==> src/rtl/lcd8080_bus_arbiter.sv <==
// 8080-style LCD write-bus sequencer: runs the panel hardware-reset sequence and
// shares the bus round-robin between a CPU byte port and an RGB565 pixel port.
module lcd8080_bus_arbiter #(
  parameter int WR_LOW_CYC   = 2,
  parameter int WR_HIGH_CYC  = 2,
  parameter int RST_LOW_CYC  = 500000,
  parameter int RST_WAIT_CYC = 6000000,
  parameter int CNT_W        = 24
) (
  input  logic        clk,
  input  logic        reset_n,
  input  logic        init_start,
  input  logic        cpu_valid,
  input  logic        cpu_rs,
  input  logic [7:0]  cpu_data,
  output logic        cpu_ready,
  input  logic        pix_valid,
  input  logic [15:0] pix_data,
  output logic        pix_ready,
  output logic        init_done,
  output logic        busy,
  output logic        lcd_cs_n,
  output logic        lcd_rs,
  output logic        lcd_wr_n,
  output logic        lcd_rd_n,
  output logic        lcd_rest_n,
  output logic [7:0]  lcd_data
);

  typedef enum logic [2:0] {
    ST_RST_LOW,
    ST_RST_WAIT,
    ST_IDLE,
    ST_SETUP,
    ST_WR_LO,
    ST_WR_HI
  } state_t;

  localparam logic [CNT_W-1:0] RST_LOW_LD  = CNT_W'(RST_LOW_CYC - 1);
  localparam logic [CNT_W-1:0] RST_WAIT_LD = CNT_W'(RST_WAIT_CYC - 1);
  localparam logic [CNT_W-1:0] WR_LOW_LD   = CNT_W'(WR_LOW_CYC - 1);
  localparam logic [CNT_W-1:0] WR_HIGH_LD  = CNT_W'(WR_HIGH_CYC - 1);
  localparam logic [CNT_W-1:0] CNT_ONE     = CNT_W'(1);
  localparam logic             GRANT_CPU   = 1'b0;
  localparam logic             GRANT_PIX   = 1'b1;

  state_t           state_q, state_d;
  logic [CNT_W-1:0] cnt_q, cnt_d;
  logic [7:0]       next_byte_q, next_byte_d;
  logic             more_q, more_d;
  logic             last_grant_q, last_grant_d;
  logic             cpu_ready_q, cpu_ready_d;
  logic             pix_ready_q, pix_ready_d;
  logic [7:0]       data_q, data_d;
  logic             rs_q, rs_d;
  logic             cs_n_q, wr_n_q, rest_n_q, init_done_q, busy_q;

  logic handshake;
  logic cnt_zero;
  logic on_bus_d;
  logic in_init_d;

  // A registered ready marks the IDLE cycle in which the request is taken.
  assign handshake = cpu_ready_q | pix_ready_q;
  assign cnt_zero  = (cnt_q == '0);

  always_comb begin
    state_d      = state_q;
    cnt_d        = cnt_q;
    next_byte_d  = next_byte_q;
    more_d       = more_q;
    last_grant_d = last_grant_q;
    data_d       = data_q;
    rs_d         = rs_q;
    cpu_ready_d  = 1'b0;
    pix_ready_d  = 1'b0;

    case (state_q)
      ST_RST_LOW: begin
        if (cnt_zero) begin
          state_d = ST_RST_WAIT;
          cnt_d   = RST_WAIT_LD;
        end else begin
          cnt_d = cnt_q - CNT_ONE;
        end
      end
      ST_RST_WAIT: begin
        if (cnt_zero) begin
          state_d = ST_IDLE;
        end else begin
          cnt_d = cnt_q - CNT_ONE;
        end
      end
      ST_IDLE: begin
        // A committed handshake wins over a same-cycle init_start.
        if (handshake) begin
          state_d = ST_SETUP;
          more_d  = pix_ready_q;
          if (pix_ready_q) begin
            data_d      = pix_data[15:8];
            next_byte_d = pix_data[7:0];
            rs_d        = 1'b1;
          end else begin
            data_d = cpu_data;
            rs_d   = cpu_rs;
          end
        end else if (init_start) begin
          state_d = ST_RST_LOW;
          cnt_d   = RST_LOW_LD;
        end
      end
      ST_SETUP: begin
        state_d = ST_WR_LO;
        cnt_d   = WR_LOW_LD;
      end
      ST_WR_LO: begin
        if (cnt_zero) begin
          state_d = ST_WR_HI;
          cnt_d   = WR_HIGH_LD;
        end else begin
          cnt_d = cnt_q - CNT_ONE;
        end
      end
      ST_WR_HI: begin
        if (!cnt_zero) begin
          cnt_d = cnt_q - CNT_ONE;
        end else if (more_q) begin
          state_d = ST_SETUP;
          data_d  = next_byte_q;
          more_d  = 1'b0;
        end else begin
          state_d = ST_IDLE;
        end
      end
      default: begin
        state_d = ST_RST_LOW;
        cnt_d   = RST_LOW_LD;
      end
    endcase

    // Grant is decided one cycle ahead so ready comes straight from a flop.
    if (state_d == ST_IDLE) begin
      if (cpu_valid && (!pix_valid || (last_grant_q == GRANT_PIX))) begin
        cpu_ready_d  = 1'b1;
        last_grant_d = GRANT_CPU;
      end else if (pix_valid) begin
        pix_ready_d  = 1'b1;
        last_grant_d = GRANT_PIX;
      end
    end
  end

  assign on_bus_d  = (state_d == ST_SETUP) || (state_d == ST_WR_LO) || (state_d == ST_WR_HI);
  assign in_init_d = (state_d == ST_RST_LOW) || (state_d == ST_RST_WAIT);

  always_ff @(posedge clk or negedge reset_n) begin
    if (!reset_n) begin
      state_q      <= ST_RST_LOW;
      cnt_q        <= RST_LOW_LD;
      next_byte_q  <= 8'h00;
      more_q       <= 1'b0;
      last_grant_q <= GRANT_PIX;
      cpu_ready_q  <= 1'b0;
      pix_ready_q  <= 1'b0;
      data_q       <= 8'h00;
      rs_q         <= 1'b0;
      cs_n_q       <= 1'b1;
      wr_n_q       <= 1'b1;
      rest_n_q     <= 1'b0;
      init_done_q  <= 1'b0;
      busy_q       <= 1'b1;
    end else begin
      state_q      <= state_d;
      cnt_q        <= cnt_d;
      next_byte_q  <= next_byte_d;
      more_q       <= more_d;
      last_grant_q <= last_grant_d;
      cpu_ready_q  <= cpu_ready_d;
      pix_ready_q  <= pix_ready_d;
      data_q       <= data_d;
      rs_q         <= rs_d;
      cs_n_q       <= !on_bus_d;
      wr_n_q       <= (state_d != ST_WR_LO);
      rest_n_q     <= (state_d != ST_RST_LOW);
      init_done_q  <= !in_init_d;
      busy_q       <= (state_d != ST_IDLE);
    end
  end

  assign cpu_ready  = cpu_ready_q;
  assign pix_ready  = pix_ready_q;
  assign init_done  = init_done_q;
  assign busy       = busy_q;
  assign lcd_cs_n   = cs_n_q;
  assign lcd_rs     = rs_q;
  assign lcd_wr_n   = wr_n_q;
  assign lcd_rd_n   = 1'b1;
  assign lcd_rest_n = rest_n_q;
  assign lcd_data   = data_q;

endmodule
==> config.mk <==
export PLATFORM = sky130hd
export DESIGN_NAME = lcd8080_bus_arbiter
export DESIGN_NICKNAME = d
export VERILOG_FILES = /design/src/rtl/lcd8080_bus_arbiter.sv
export SDC_FILE = /design/constraint.sdc
export NUM_CORES = 1
export LEC_CHECK = 0
export ABC_AREA = 1
export BUFFER_PORTS_ARGS = -buffer_cell sky130_fd_sc_hd__buf_2
export CAP_MARGIN = 20
export CORE_ASPECT_RATIO = 1.5
export CORE_MARGIN = 8
export CORE_UTILIZATION = 45
export DETAILED_ROUTE_END_ITERATION = 10
export PLACE_DENSITY = 0.66
export SKIP_CTS_REPAIR_TIMING = 1
export SLEW_MARGIN = 20
export SYNTH_ARGS = -nofsm -noshare
export SYNTH_HDL_FRONTEND = slang
export SYNTH_SLANG_ARGS = --single-unit
==> constraint.sdc <==
create_clock -name clk -period 4.4 [get_ports clk]
set_clock_uncertainty 0.05 [all_clocks]
set_input_delay 0.66 -clock clk [delete_from_list [all_inputs] [get_ports clk]]
set_output_delay 0.66 -clock clk [all_outputs]
set_load 0.05 [all_outputs]
==> qor.yml <==
syn-num-nets: 460
die-width_um: 83.3
rsz0062_at_grt: "false"
leakagePower_nw: 1.81
critPathSlowestCell: "dfstp_2"
cts.clk_slew.worst_paths_ps: 100
status: "finished clean"
synth_edf_count: 0
rrSetupSlack_ps: 1930
synthArstFlopShare: 1.00
drc_errors: 0
fin_util: 0.514
die_h_um: 117
clk-insertion-delay-late_ps: 310
slew_viol_final: 0
relSlewSlack: 0.484
track_usage: 0.164
crit_chain: "inv_1, ha_1, inv_1, nor2_1, nand2_1, nor2_4, nand3_4, nor2_4, nor2_4, nand2_1, nor2_1, nand2_1, nand2_1"
worst_slew_pin_slew_ps: 774
start_util: 0.455
grt_first_pass_wirelength_um: 13100
io_pins: 47
setup_viol: 0
cts_tree: "built"
wire_per_inst_um: 13.7
worstReg2RegStart: "cnt_q[0]"
antenna_found_initial: 0
crit_start: "cnt_q[0]"
r2r_cells: 13
die_area_um2: 9730
cts.htree.levels: 2
area_growth_pct: 13.0
cp_max_fo: 23
ys.flop_type: "dfrtp_1"
r2r_end: "cnt_q[20]"
cp_slowest_stage_delay_ps: 540
routed_wl_um: 7570
ant_nets: 0
syn_inst: 428
cts_made_buffers: 5
power_density_nw_per_um2: 556
yosys_warnings: 0
worst-setup-path-type: "reg2reg"
grt_max_degree: 34
netlist_area_um2: 3050
fin_nets: 506
gp_congestion: 0.986
syn_area_per_cell_um2: 7.13
std_cell_rows: 37
critPathArrivalTime_ps: 2680
via_per_inst: 4.98
io_buffer_count: 45
ys_types: 33
seq_area_frac_synth: 0.441
hold_viol: 0
fmax_ghz: 0.405
clock-sinks: 53
grt_overflow: 0
fin_tns_setup_ps: 0
drive_gt1_frac: 0.185
dr_total_vias: 2756
drt_pass1_iterations: 4
min_period_ps: 2470
root_buffer: "clkbuf_8"
cts.path.max_buffers: 2
synth-seq-cells: 53
ir_drop_mv: 0.312
critical_path_required_ps: 4610
drtIter0Drc: 113
finalCritPeriodShare: 0.561
worstHoldPathType: "in2async"
grt_pass1_vias: 2802
dp_hpwl_um: 5870
drv_cap: 0
core_um2: 6710
cpMostUsedCell: "nand2_1"
cp-start-kind: "register"
worst_setup_path_end_kind: "register"
diodes: 0
==> worst max-delay path, delay by kind of cell (launching register included) <==
kind	cells	cell delay, ps
AND/OR/NAND/NOR	10	1440
flip-flops	1	540
adder cells (fa/ha/maj)	1	230
buffers and inverters	2	140
==> power breakdown <==
part           switching [mW]  internal (mW)
logic                   0.537          0.247
clock network           0.169          0.186
registers               0.131          0.650
total                   0.836           1.08
==> worst max path at each step <==
stage                      to  cells after the start
2_1_floorplan  next_byte_q[0]                      6
3_3_place_gp        cnt_q[10]                     13
3_5_place_dp         cnt_q[6]                     13
4_1_cts              cnt_q[6]                     13
5_1_grt             cnt_q[10]                     13
6_report            cnt_q[20]                     13
==> cells in the mapped netlist, types with 3 or more instances <==
cell     count  area (um2)
xnor2_1      3        26.3
o21ai_0     26         130
nor2_4       5        56.3
dfstp_2     15         394
a21oi_1     10        50.1
inv_1       34         128
xor2_1       9        78.8
dfrtp_1     38         951
nand2_1    145         544
nor2_1      86         323
o21ai_1      4        20.0
nor2_2       5        31.3
buf_2        3        15.0
nand3_1     17        85.1
nand2_2      3        18.8
==> flip-flops by register name, summed over array words and instances (netlist names) <==
| name | cells |
|---|---|
| lcd_rest_n | 1 |
| lcd_rs | 1 |
| pix_ready | 1 |
| more_q | 1 |
| last_grant_q | 1 |
| cnt_q | 24 |
| lcd_wr_n | 1 |
| state_q | 3 |
| init_done | 1 |
| busy | 1 |
| lcd_cs_n | 1 |
| next_byte_q | 8 |
| lcd_data | 8 |
| cpu_ready | 1 |
==> metal layers <==
metal / wire, um / vias to the layer above / part of all wire / track usage
met4: 234 / 0 / 0.031 / 0.0765
met1: 3040 / 1262 / 0.40 / 0.175
met5: 0 / - / 0 / 0
met3: 248 / 14 / 0.033 / 0.0284
li1: - / 1418 / - / -
met2: 4050 / 62 / 0.53 / 0.307
==> cell families (layout without fill, tap and decap cells) <==
group	count (synthesis)	after routing	share of synthesized area
compound gates	42	42	0.0742
xor+xnor	12	12	0.0344
fa+ha+maj	2	2	0.00820
buf+inv	44	91	0.0615
flops	53	53	0.441
other cells	1	1	0.00123
simple gates	274	274	0.380
==> layout by cell type (no fill, tap or decap), types with 2 or more instances in the layout <==
cell type,netlist,final
a21oi_1,10,10
buf_2,3,45
clkbuf_8,0,6
clkinv_1,2,2
dfrtp_1,38,38
dfstp_2,15,15
ha_1,2,2
inv_1,34,34
nand2_1,145,145
nand2_2,3,3
nand3_1,17,17
nand4_1,2,2
nor2_1,86,86
nor2_2,5,5
nor2_4,5,5
nor3_1,2,2
nor4_1,2,2
o21ai_0,26,26
o21ai_1,4,4
or2_2,2,2
xnor2_1,3,3
xor2_1,9,9
==> final cells by class <==
cell class,count,area [um2]
well taps,78,97.6
repair buffers,46,233
multi-input cells,331,1520
clock buffers,7,86.3
fillers,670,3260
clock inverters,1,30.0
flip-flops and latches,53,1350
inverters,37,139
==> through the flow <==
stage	instance area, um2	setup slack, ps	total power, mW	std cells	hold WS, ps
2_1_floorplan	3050	2490	1.37	428	314
3_3_place_gp	3330	2000	1.56	545	399
3_5_place_dp	3330	1930	1.57	545	404
4_1_cts	3450	1900	1.93	553	384
5_1_grt	3450	1630	2.06	553	417
6_report	3450	1930	1.92	553	361
Note: power is estimated with default switching activity, not from simulation.
